[src/rtl/mips_mult_pkg.sv]
// Shared definitions for the HI/LO multiply front end: default operand
// width and the sequencing FSM state encoding.
package mips_mult_pkg;

    localparam int WIDTH_DEF = 16;

    typedef enum logic [1:0] {
        S_IDLE   = 2'd0,
        S_LAUNCH = 2'd1,
        S_WAIT   = 2'd2,
        S_DRAIN  = 2'd3
    } state_t;

endpackage

[src/rtl/mult_hilo_if.sv]
// CPU-side bundle of the HI/LO unit: request, operands, status and the
// architectural HI/LO registers.
//
// Handshake: the CPU raises Start (with Signed/OpA/OpB) for one or more
// cycles; the unit takes the request on the first rising edge where it is
// idle and the multiplier reports Idle. Busy stays high from that edge until
// the unit is ready again; requests seen while Busy is high are dropped, not
// queued. Valid pulses for exactly one cycle, in the cycle after Hi/Lo change.
interface mult_hilo_if import mips_mult_pkg::*; #(
    parameter int WIDTH = WIDTH_DEF
);
    logic             Start;
    logic             Signed;
    logic [WIDTH-1:0] OpA;
    logic [WIDTH-1:0] OpB;
    logic             Busy;
    logic             Valid;
    logic [WIDTH-1:0] Hi;
    logic [WIDTH-1:0] Lo;

    modport master (
        output Start, Signed, OpA, OpB,
        input  Busy, Valid, Hi, Lo
    );

    modport slave (
        input  Start, Signed, OpA, OpB,
        output Busy, Valid, Hi, Lo
    );

endinterface

[src/rtl/mult_sign_fix.sv]
// Sign handling around the unsigned shift-add multiplier: operand magnitudes
// on the way in, conditional two's-complement negation on the way out.
// Purely combinational.
module mult_sign_fix import mips_mult_pkg::*; #(
    parameter int WIDTH = WIDTH_DEF
) (
    input  logic               is_signed,
    input  logic [WIDTH-1:0]   op_a,
    input  logic [WIDTH-1:0]   op_b,
    input  logic               negate,
    input  logic [2*WIDTH-1:0] prod_in,
    output logic [WIDTH-1:0]   mag_a,
    output logic [WIDTH-1:0]   mag_b,
    output logic [2*WIDTH-1:0] prod_out
);
    localparam int PW = 2 * WIDTH;

    // Magnitudes for MULT; MULTU passes operands through untouched. The
    // most-negative value negates to itself, which is the correct unsigned
    // magnitude, so no special case is needed.
    always_comb begin
        mag_a = op_a;
        mag_b = op_b;
        if (is_signed && op_a[WIDTH-1]) begin
            mag_a = ~op_a + WIDTH'(1);
        end
        if (is_signed && op_b[WIDTH-1]) begin
            mag_b = ~op_b + WIDTH'(1);
        end
    end

    // Restore the product sign; negating zero wraps back to zero.
    always_comb begin
        prod_out = prod_in;
        if (negate) begin
            prod_out = ~prod_in + PW'(1);
        end
    end

endmodule

[src/rtl/mult_hilo.sv]
// MULT/MULTU sequencer: captures a CPU request, launches the external
// shift-add multiplier, fixes the product sign and writes HI:LO.
module mult_hilo import mips_mult_pkg::*; #(
    parameter int WIDTH = WIDTH_DEF
) (
    input  logic               Clk,
    input  logic               reset,
    mult_hilo_if.slave         cpu,
    output logic               St,
    output logic [WIDTH-1:0]   Multiplicando,
    output logic [WIDTH-1:0]   Multiplicador,
    input  logic               Idle,
    input  logic               Done,
    input  logic [2*WIDTH-1:0] Produto,
    output state_t             state_dbg,
    output logic               neg_dbg
);
    state_t             state;
    state_t             state_nxt;
    logic               neg_q;
    logic               valid_q;
    logic [WIDTH-1:0]   hi_q;
    logic [WIDTH-1:0]   lo_q;
    logic [WIDTH-1:0]   mcand_q;
    logic [WIDTH-1:0]   mplier_q;
    logic [WIDTH-1:0]   mag_a;
    logic [WIDTH-1:0]   mag_b;
    logic [2*WIDTH-1:0] prod_fix;
    logic               accept;
    logic               capture;

    // A request is only taken when both this unit and the multiplier are idle.
    assign accept  = (state == S_IDLE) && cpu.Start && Idle;
    // The first Done seen in S_WAIT is the only one that writes HI:LO; any
    // further Done cycles land in S_DRAIN and are ignored.
    assign capture = (state == S_WAIT) && Done;

    mult_sign_fix #(.WIDTH(WIDTH)) u_sign_fix (
        .is_signed (cpu.Signed),
        .op_a      (cpu.OpA),
        .op_b      (cpu.OpB),
        .negate    (neg_q),
        .prod_in   (Produto),
        .mag_a     (mag_a),
        .mag_b     (mag_b),
        .prod_out  (prod_fix)
    );

    // FSM state register.
    always_ff @(posedge Clk) begin
        if (!reset) begin
            state <= S_IDLE;
        end else begin
            state <= state_nxt;
        end
    end

    // Next-state logic and the launch strobe (decoded from state only, so
    // Done never reaches St combinationally).
    always_comb begin
        state_nxt = state;
        St        = 1'b0;
        case (state)
            S_IDLE: begin
                if (accept) begin
                    state_nxt = S_LAUNCH;
                end
            end
            S_LAUNCH: begin
                St        = 1'b1;
                state_nxt = S_WAIT;
            end
            S_WAIT: begin
                if (Done) begin
                    state_nxt = S_DRAIN;
                end
            end
            S_DRAIN: begin
                // Hold here until the multiplier is back to Idle so a
                // lingering Done cannot complete the next operation.
                if (Idle) begin
                    state_nxt = S_IDLE;
                end
            end
            default: begin
                state_nxt = S_IDLE;
            end
        endcase
    end

    // Operand magnitudes and result sign, frozen at accept so later CPU
    // operand changes have no effect.
    always_ff @(posedge Clk) begin
        if (!reset) begin
            mcand_q  <= '0;
            mplier_q <= '0;
            neg_q    <= 1'b0;
        end else if (accept) begin
            mcand_q  <= mag_a;
            mplier_q <= mag_b;
            neg_q    <= cpu.Signed & (cpu.OpA[WIDTH-1] ^ cpu.OpB[WIDTH-1]);
        end
    end

    // HI:LO write and the one-cycle Valid pulse that follows it.
    always_ff @(posedge Clk) begin
        if (!reset) begin
            hi_q    <= '0;
            lo_q    <= '0;
            valid_q <= 1'b0;
        end else begin
            valid_q <= capture;
            if (capture) begin
                {hi_q, lo_q} <= prod_fix;
            end
        end
    end

    assign cpu.Busy      = (state != S_IDLE);
    assign cpu.Valid     = valid_q;
    assign cpu.Hi        = hi_q;
    assign cpu.Lo        = lo_q;
    assign Multiplicando = mcand_q;
    assign Multiplicador = mplier_q;
    assign state_dbg     = state;
    assign neg_dbg       = neg_q;

endmodule

[src/flat_wrapper.sv]
// flat-port wrapper written by rule: the top's interface ports become plain ports
module mult_hilo_flat import mips_mult_pkg::*;
#(
    parameter int WIDTH = WIDTH_DEF
)
  (Clk, reset, St, Multiplicando, Multiplicador, Idle, Done, Produto, state_dbg, neg_dbg, cpu_Start, cpu_Signed, cpu_OpA, cpu_OpB, cpu_Busy, cpu_Valid, cpu_Hi, cpu_Lo);
  mult_hilo_if #(.WIDTH(WIDTH)) cpu_i ();
  input  logic Clk;
  input  logic reset;
  output logic St;
  output logic [WIDTH-1:0] Multiplicando;
  output logic [WIDTH-1:0] Multiplicador;
  input  logic Idle;
  input  logic Done;
  input  logic [2*WIDTH-1:0] Produto;
  output state_t state_dbg;
  output logic neg_dbg;
  input wire logic [$bits(cpu_i.Start)-1:0] cpu_Start;
  input wire logic [$bits(cpu_i.Signed)-1:0] cpu_Signed;
  input wire logic [$bits(cpu_i.OpA)-1:0] cpu_OpA;
  input wire logic [$bits(cpu_i.OpB)-1:0] cpu_OpB;
  output wire logic [$bits(cpu_i.Busy)-1:0] cpu_Busy;
  output wire logic [$bits(cpu_i.Valid)-1:0] cpu_Valid;
  output wire logic [$bits(cpu_i.Hi)-1:0] cpu_Hi;
  output wire logic [$bits(cpu_i.Lo)-1:0] cpu_Lo;
  assign cpu_i.Start = cpu_Start;
  assign cpu_i.Signed = cpu_Signed;
  assign cpu_i.OpA = cpu_OpA;
  assign cpu_i.OpB = cpu_OpB;
  assign cpu_Busy = cpu_i.Busy;
  assign cpu_Valid = cpu_i.Valid;
  assign cpu_Hi = cpu_i.Hi;
  assign cpu_Lo = cpu_i.Lo;
  mult_hilo #(.WIDTH(WIDTH)) u_core (.Clk(Clk), .reset(reset), .cpu(cpu_i), .St(St), .Multiplicando(Multiplicando), .Multiplicador(Multiplicador), .Idle(Idle), .Done(Done), .Produto(Produto), .state_dbg(state_dbg), .neg_dbg(neg_dbg));
endmodule
[config.mk]
export PLATFORM = sky130hd
export DESIGN_NAME = mult_hilo_flat
export DESIGN_NICKNAME = d
export VERILOG_FILES = /design/src/rtl/mips_mult_pkg.sv /design/src/rtl/mult_hilo_if.sv /design/src/rtl/mult_sign_fix.sv /design/src/rtl/mult_hilo.sv /design/src/flat_wrapper.sv
export SDC_FILE = /design/constraint.sdc
export NUM_CORES = 1
export LEC_CHECK = 0
export CAP_MARGIN = 20
export CORE_MARGIN = 5
export CORE_UTILIZATION = 55
export CTS_BUF_LIST = sky130_fd_sc_hd__clkbuf_8 sky130_fd_sc_hd__clkbuf_16
export CTS_CLUSTER_DIAMETER = 30
export DETAILED_ROUTE_END_ITERATION = 10
export DONT_BUFFER_PORTS = 1
export PLACE_DENSITY = 0.73
export SLEW_MARGIN = 20
export SYNTH_ARGS = -nofsm -noshare
export SYNTH_HDL_FRONTEND = slang
export SYNTH_SLANG_ARGS = --single-unit
[constraint.sdc]
create_clock -name Clk -period 2.2 [get_ports Clk]
set_clock_uncertainty 0.05 [all_clocks]
set_input_delay 0.33 -clock Clk [delete_from_list [all_inputs] [get_ports Clk]]
set_output_delay 0.33 -clock Clk [all_outputs]
set_load 0.005 [all_outputs]
== After elaboration in Yosys (flattened, before gate mapping) ==
Cells that the tools add are included.

* $add $sub $neg: 3
* Multipliers: 0
* Divide/modulo/power cells: 0
* $lt $le $gt $ge: 0
* Eq/ne operators: 6
* Shifts and indexed selects: 0
* Multiplexer cells: 8
* Bitwise gates (word level): 5
* Reductions and logical operators: 8

{| class="wikitable"
|+ Operators by type and width
! cell !! number
|-
| 16-bit by 1-bit adder with 16-bit output, second input constant || 2
|-
| 32-bit by 1-bit adder with 32-bit output, second input constant || 1
|-
| 16-bit 2-to-1 mux || 2
|-
| 32-bit 2-to-1 mux || 1
|-
| 16-bit inverter || 2
|-
| 32-bit inverter || 1
|-
| 2-bit case mux with 4 select lines || 1
|-
| 2-bit 2-to-1 mux || 3
|-
| 1-bit logical AND || 5
|-
| 2-bit == test, second input constant || 2
|-
| 2-bit inequality test, second input constant || 2
|-
| 3-bit AND reduction || 1
|-
| 2-bit by 1-bit == test with 1-bit output, second input constant || 1
|-
| 2-bit logical NOT || 1
|-
| 2-bit by 1-bit inequality test with 1-bit output, second input constant || 1
|-
| 2-bit nonzero test || 1
|-
| 1-bit bitwise AND || 1
|-
| 1-bit 2-to-1 mux || 1
|-
| 1-bit bitwise XOR || 1
|}

* Register bits: 68
* Latch bits: 0
* Bits in writable memories: 0
* ROM bits: 0
* Bits of input ports: 70
* Output and inout bits: 70
* Logic and storage cells: 37
* Memories: 0

== Logic depth before layout (Yosys ltp) ==
* Depth in word-level cells: 5
* Depth in mapped cells: 9
* Depth with buffers taken out: 8

== Hierarchy ==
From an unflattened synthesis, not the netlist that was laid out.

* Cells, all modules: 501
* Area, all modules: 4,102.7 µm²

{| class="wikitable"
|+ By module, submodules not included
! module !! times used !! cells each !! area each (µm²) !! seq. area each (µm²)
|-
| mult_hilo || 1 || 306 || 2,781.4 || 1,361.3
|-
| mult_sign_fix || 1 || 195 || 1,321.3 || 0.0
|}

== Worst setup path before layout ==
No wires, ideal clock.

* Path kind: input -> register
* Start point: input Produto[0]
* End point: register u_core.hi_q[15], in the netlist u_core.cpu.Hi[15]
* Library setup time: 75 ps
* Data arrival time: 2,185 ps
* Data required time: 2,075 ps
* Slack: -110 ps
* Cell stages on the path: 6
* Buffers on the path: 1
* Cells stage by stage: or4_4 or4_4 buf_6 nor3_4 mux2_2 o21ai_0

* Word-level cells in the longest chain between the ends: 3

{| class="wikitable"
|+ RTL lines
! what !! line !! source
|-
| start, declared || flat_wrapper.sv:15 || <nowiki>input logic [2*WIDTH-1:0] Produto;</nowiki>
|-
| 32-bit inverter || mult_sign_fix.sv:36 || <nowiki>prod_out = ~prod_in + PW'(1);</nowiki>
|-
| 32-bit by 1-bit adder with 32-bit output || mult_sign_fix.sv:36 ||
|-
| 32-bit 2-to-1 mux || mult_sign_fix.sv:35 || <nowiki>if (negate) begin</nowiki>
|-
| end signal, assigned || mult_hilo.sv:114 || <nowiki>{hi_q, lo_q} <= prod_fix;</nowiki>
|-
| end, declared || mult_hilo.sv:22 || <nowiki>logic [WIDTH-1:0] hi_q;</nowiki>
|}

Every way passes these cells.
A chain may end at the register's enable or synchronous reset.

== Worst setup path in the final report ==
* Start point: register u_core.state[0], in the netlist u_core.state_dbg[0]
* End point: register u_core.hi_q[11], in the netlist u_core.cpu.Hi[11]

* Word-level cells in the longest chain between the ends: 2

{| class="wikitable"
|+ RTL lines
! what !! line !! source
|-
| start, declared || mult_hilo.sv:18 || <nowiki>state_t state;</nowiki>
|-
| start signal, assigned || mult_hilo.sv:54 || <nowiki>state <= state_nxt;</nowiki>
|-
| 2-bit == test || mult_hilo.sv:36 || <nowiki>assign capture = (state == S_WAIT) && Done;</nowiki>
|-
| 1-bit logical AND || mult_hilo.sv:36 ||
|}

Every way passes these cells.

==> results.py <==
metrics = {
    "status": {
        "outcome": "completed",
    },
    "timing": {
        "fin_crit_ns": 2.00,
        "hold_viol": 0,
        "period_share_pct": 90.8,
        "fmax_mhz": 501,
        "grt_setup_unrepaired": "false",
        "fin_ws_ns": 0.203,
        "setup_violations": 0,
        "slew_headroom_pct": 56.2,
        "tightest_slew_ns": 0.657,
        "maxSlewViolCount": 0,
    },
    "drt": {
        "top_layer": "met4",
        "met1_length_mm": 3.71,
        "via_per_inst": 6.21,
        "drt-wirelength-per-cell_um": 17.7,
        "vias": 3428,
        "ant_nets": 0,
        "drc": 0,
        "drt_wl_total_mm": 9.76,
        "dr.first_iter.drc_count": 70,
        "wl_met2_mm": 4.91,
        "drt-pass1-iter-count": 4,
        "wl_met3_um": 936,
    },
    "synth": {
        "async_flop_share_pct": 0,
        "synth_area_per_cell_sq_um": 8.02,
        "synth_edf_count": 0,
        "synth_cells": 467,
        "yosysUniqueCellTypes": 41,
        "ys_warn_count": 0,
        "synth_top_area_share_pct": 36.4,
        "ys_seq_elements": 68,
        "synth_top_area_cell": "dfxtp_1",
        "seq_area_frac_synth_pct": 36.4,
        "synth_area_leaders": "dfxtp_1 36%, o21ai_0 6.7%, xor2_1 5.8%",
        "syn_area_sq_um": 3740,
        "syn_nets": 544,
        "ys.flop_type": "dfxtp_1",
    },
    "clock_tree": {
        "clock_tree.buffer_depth": 2,
        "root_buffer": "clkbuf_8",
        "ctsHoldBuffers": 0,
        "cts_htree_levels": 3,
        "cts_tree": "yes",
        "cts-buffers-inserted": 9,
        "worstSkewPairLatency_ns": 0.33,
        "clock_sinks": 68,
        "path_clk_slew_ns": 0.08,
    },
    "power": {
        "p_per_area_nw_per_um2": 823,
        "leakage_uw": 0.00142,
        "peakVddDrop_mv": 0.462,
    },
    "global_route": {
        "grtUsageTotal_pct": 22.8,
        "grt_first_pass_wirelength_mm": 16.0,
        "antenna_found_initial": 0,
        "first_global_vias": 3441,
        "overflow": 0,
        "grt_max_degree": 44,
    },
    "placed_design": {
        "dpl.hpwl_mm": 7.34,
        "io_buffers": 0,
        "dpl_worst_slack_ns": -0.103,
        "finalWeightedCongestion": 0.848,
    },
    "floorplanning": {
        "coreArea_sq_um": 6720,
        "io_pins": 140,
        "initial_core_util_pct": 55.7,
        "die_w_um": 92.5,
        "dieArea_sq_um": 8560,
        "chipHeight_um": 92.5,
        "rows": 30,
    },
    "setup_path": {
        "required_ns": 2.36,
        "crit_top_cell": "inv_1",
        "reg2reg_to": "u_core.cpu.Hi[11]$_SDFFE_PN0P_",
        "path_max_fanout": 8,
        "max_stage_delay_ns": 0.44,
        "start_kind": "flip-flop",
        "slowest_stage": "dfxtp_1",
        "r2r_start": "u_core.state_dbg[0]$_SDFFE_PN0P_",
        "cp_num_buf_inv": 2,
        "arrival_ns": 2.15,
        "cp_top_family": "simple AND/OR/NAND/NOR gates",
        "r2r_slack_ns": 0.20,
        "ff2ff_path_depth": 8,
        "cp-end-kind": "flip-flop",
        "crit_type": "flip-flop to flip-flop",
        "path_cells": "inv_1, ha_1, and2_1, nand2_2, inv_1, and3_1, a211oi_1, o21ai_0",
    },
    "job": {
        "maxCapViolCount": 0,
    },
    "hold_path": {
        "min-delay-path-class": "input pin to flip-flop",
        "holdCritStartpoint": "reset",
        "min_to": "u_core.cpu.Lo[8]$_SDFFE_PN0P_",
        "whs_path_depth": 2,
    },
    "finish": {
        "drive_above_1_share_pct": 8.69,
        "area_delta_synth_final_pct": 8.72,
        "final_nets": 547,
        "final_core_util_pct": 60.6,
        "fill_cells": 638,
        "num_antenna_cells": 0,
    },
}
==> worst register-to-register path, cell delays in order (launching register included) <==
cell and delay [ns]:
dfxtp_1 0.44, inv_1 0.09, ha_1 0.24, and2_1 0.18, nand2_2 0.17, inv_1 0.13
and3_1 0.18, a211oi_1 0.26, o21ai_0 0.13
==> where the power goes <==
group          switching, uW  internal (uW)  total, uW
combinational            439            317        756
clock                    442            532        974
sequential               177           1440       1620
total                   1060           2290       3350
==> sequential cells by signal, summed over array words and instances, names as in the netlist <==
register / count
u_core.Multiplicador: 16
u_core.cpu.Valid: 1
u_core.Multiplicando: 16
u_core.neg_dbg: 1
u_core.cpu.Lo: 16
u_core.cpu.Hi: 16
u_core.state_dbg: 2
==> cells in the final DEF, fill, tap and decap left out, types with 11 or more instances in the layout <==
cell,n
dfxtp_1,68
xor2_1,25
a211oi_1,20
xnor2_1,20
inv_1,15
nor2_1,45
a21oi_1,35
nand2_1,38
buf_4,16
nor4_1,11
o21ai_0,50
==> routing by layer <==
layer  vias to the layer above  GRT usage [%]
met2                       118           41.1
li1                       1707              -
met3                        18           9.18
met5                         -              0
met1                      1585           23.1
met4                         0           10.0
==> synth_stat cells (8+ instances only) <==
master and number:
nor2_1 46, o31ai_1 8, xor2_1 25, a21oi_1 35
a31oi_1 9, o21ai_0 50, nor3_1 10, inv_1 15
or4_1 8, or3_1 8, dfxtp_1 68, and3_1 10
xnor2_1 20, a211oi_1 20, clkbuf_1 22, nand2_1 39
nor4_1 11, mux2i_1 8
==> repair_timing <==
| action | CTS | global route |
|---|---|---|
| gates resized for setup | 0 | 2 |
| buffers inserted | 0 | 0 |
| endpoints found under the setup margin | 0 | 16 |
==> stage by stage <==
step                      setup TNS [ns]  cell area, sq um  cells  total power (uW)  hold WS (ns)
after CTS                              0              4070    552              3380        0.0688
final                                  0              4070    552              3350        0.0837
after global routing                   0              4070    552              3570        0.0716
after global placement          -0.00326              3890    539              2370         0.413
after floorplan                  -0.0261              3750    467              2210         0.394
after detailed placement          -0.139              3890    539              2400         0.415
==> layout make-up <==
cell class / count / area [sq um] / area share (%)
clock inverter: 3 / 40.0 / 0.984
multi-input combinational: 359 / 2230 / 54.9
tap: 80 / 100 / 2.46
clock buffer: 10 / 138 / 3.38
inverter: 15 / 56.3 / 1.38
timing repair buffer: 17 / 140 / 3.44
sequential: 68 / 1360 / 33.4
==> cell families (layout without fill, tap and decap cells) <==
family / count (synthesis) / in the layout / synth area share (%)
AND/OR/NAND/NOR: 156 / 156 / 21.0
multiplexers: 9 / 9 / 2.44
AO/OA/AOI/OAI: 142 / 142 / 23.2
adder cells (fa/ha/maj): 7 / 7 / 2.34
flip-flops: 68 / 68 / 36.4
buffers and inverters: 40 / 45 / 4.21
XOR/XNOR: 45 / 45 / 10.5
==> how the worst max path moves through the flow <==
stage	cells after the start	startpoint	to	slack, ns
finish	8	u_core.state_dbg[0]$_SDFFE_PN0P_	u_core.cpu.Hi[11]$_SDFFE_PN0P_	0.20
global route	8	u_core.state_dbg[0]$_SDFFE_PN0P_	u_core.cpu.Hi[11]$_SDFFE_PN0P_	0.07
CTS	6	u_core.state_dbg[0]$_SDFFE_PN0P_	u_core.cpu.Hi[15]$_SDFFE_PN0P_	0.03
detailed placement	5	Produto[0]	u_core.cpu.Hi[15]$_SDFFE_PN0P_	-0.10
global placement	6	Produto[0]	u_core.cpu.Hi[11]$_SDFFE_PN0P_	-0.003
floorplan	6	Produto[0]	u_core.cpu.Hi[15]$_SDFFE_PN0P_	-0.03
No activity file was read; power rests on OpenSTA's default activity.
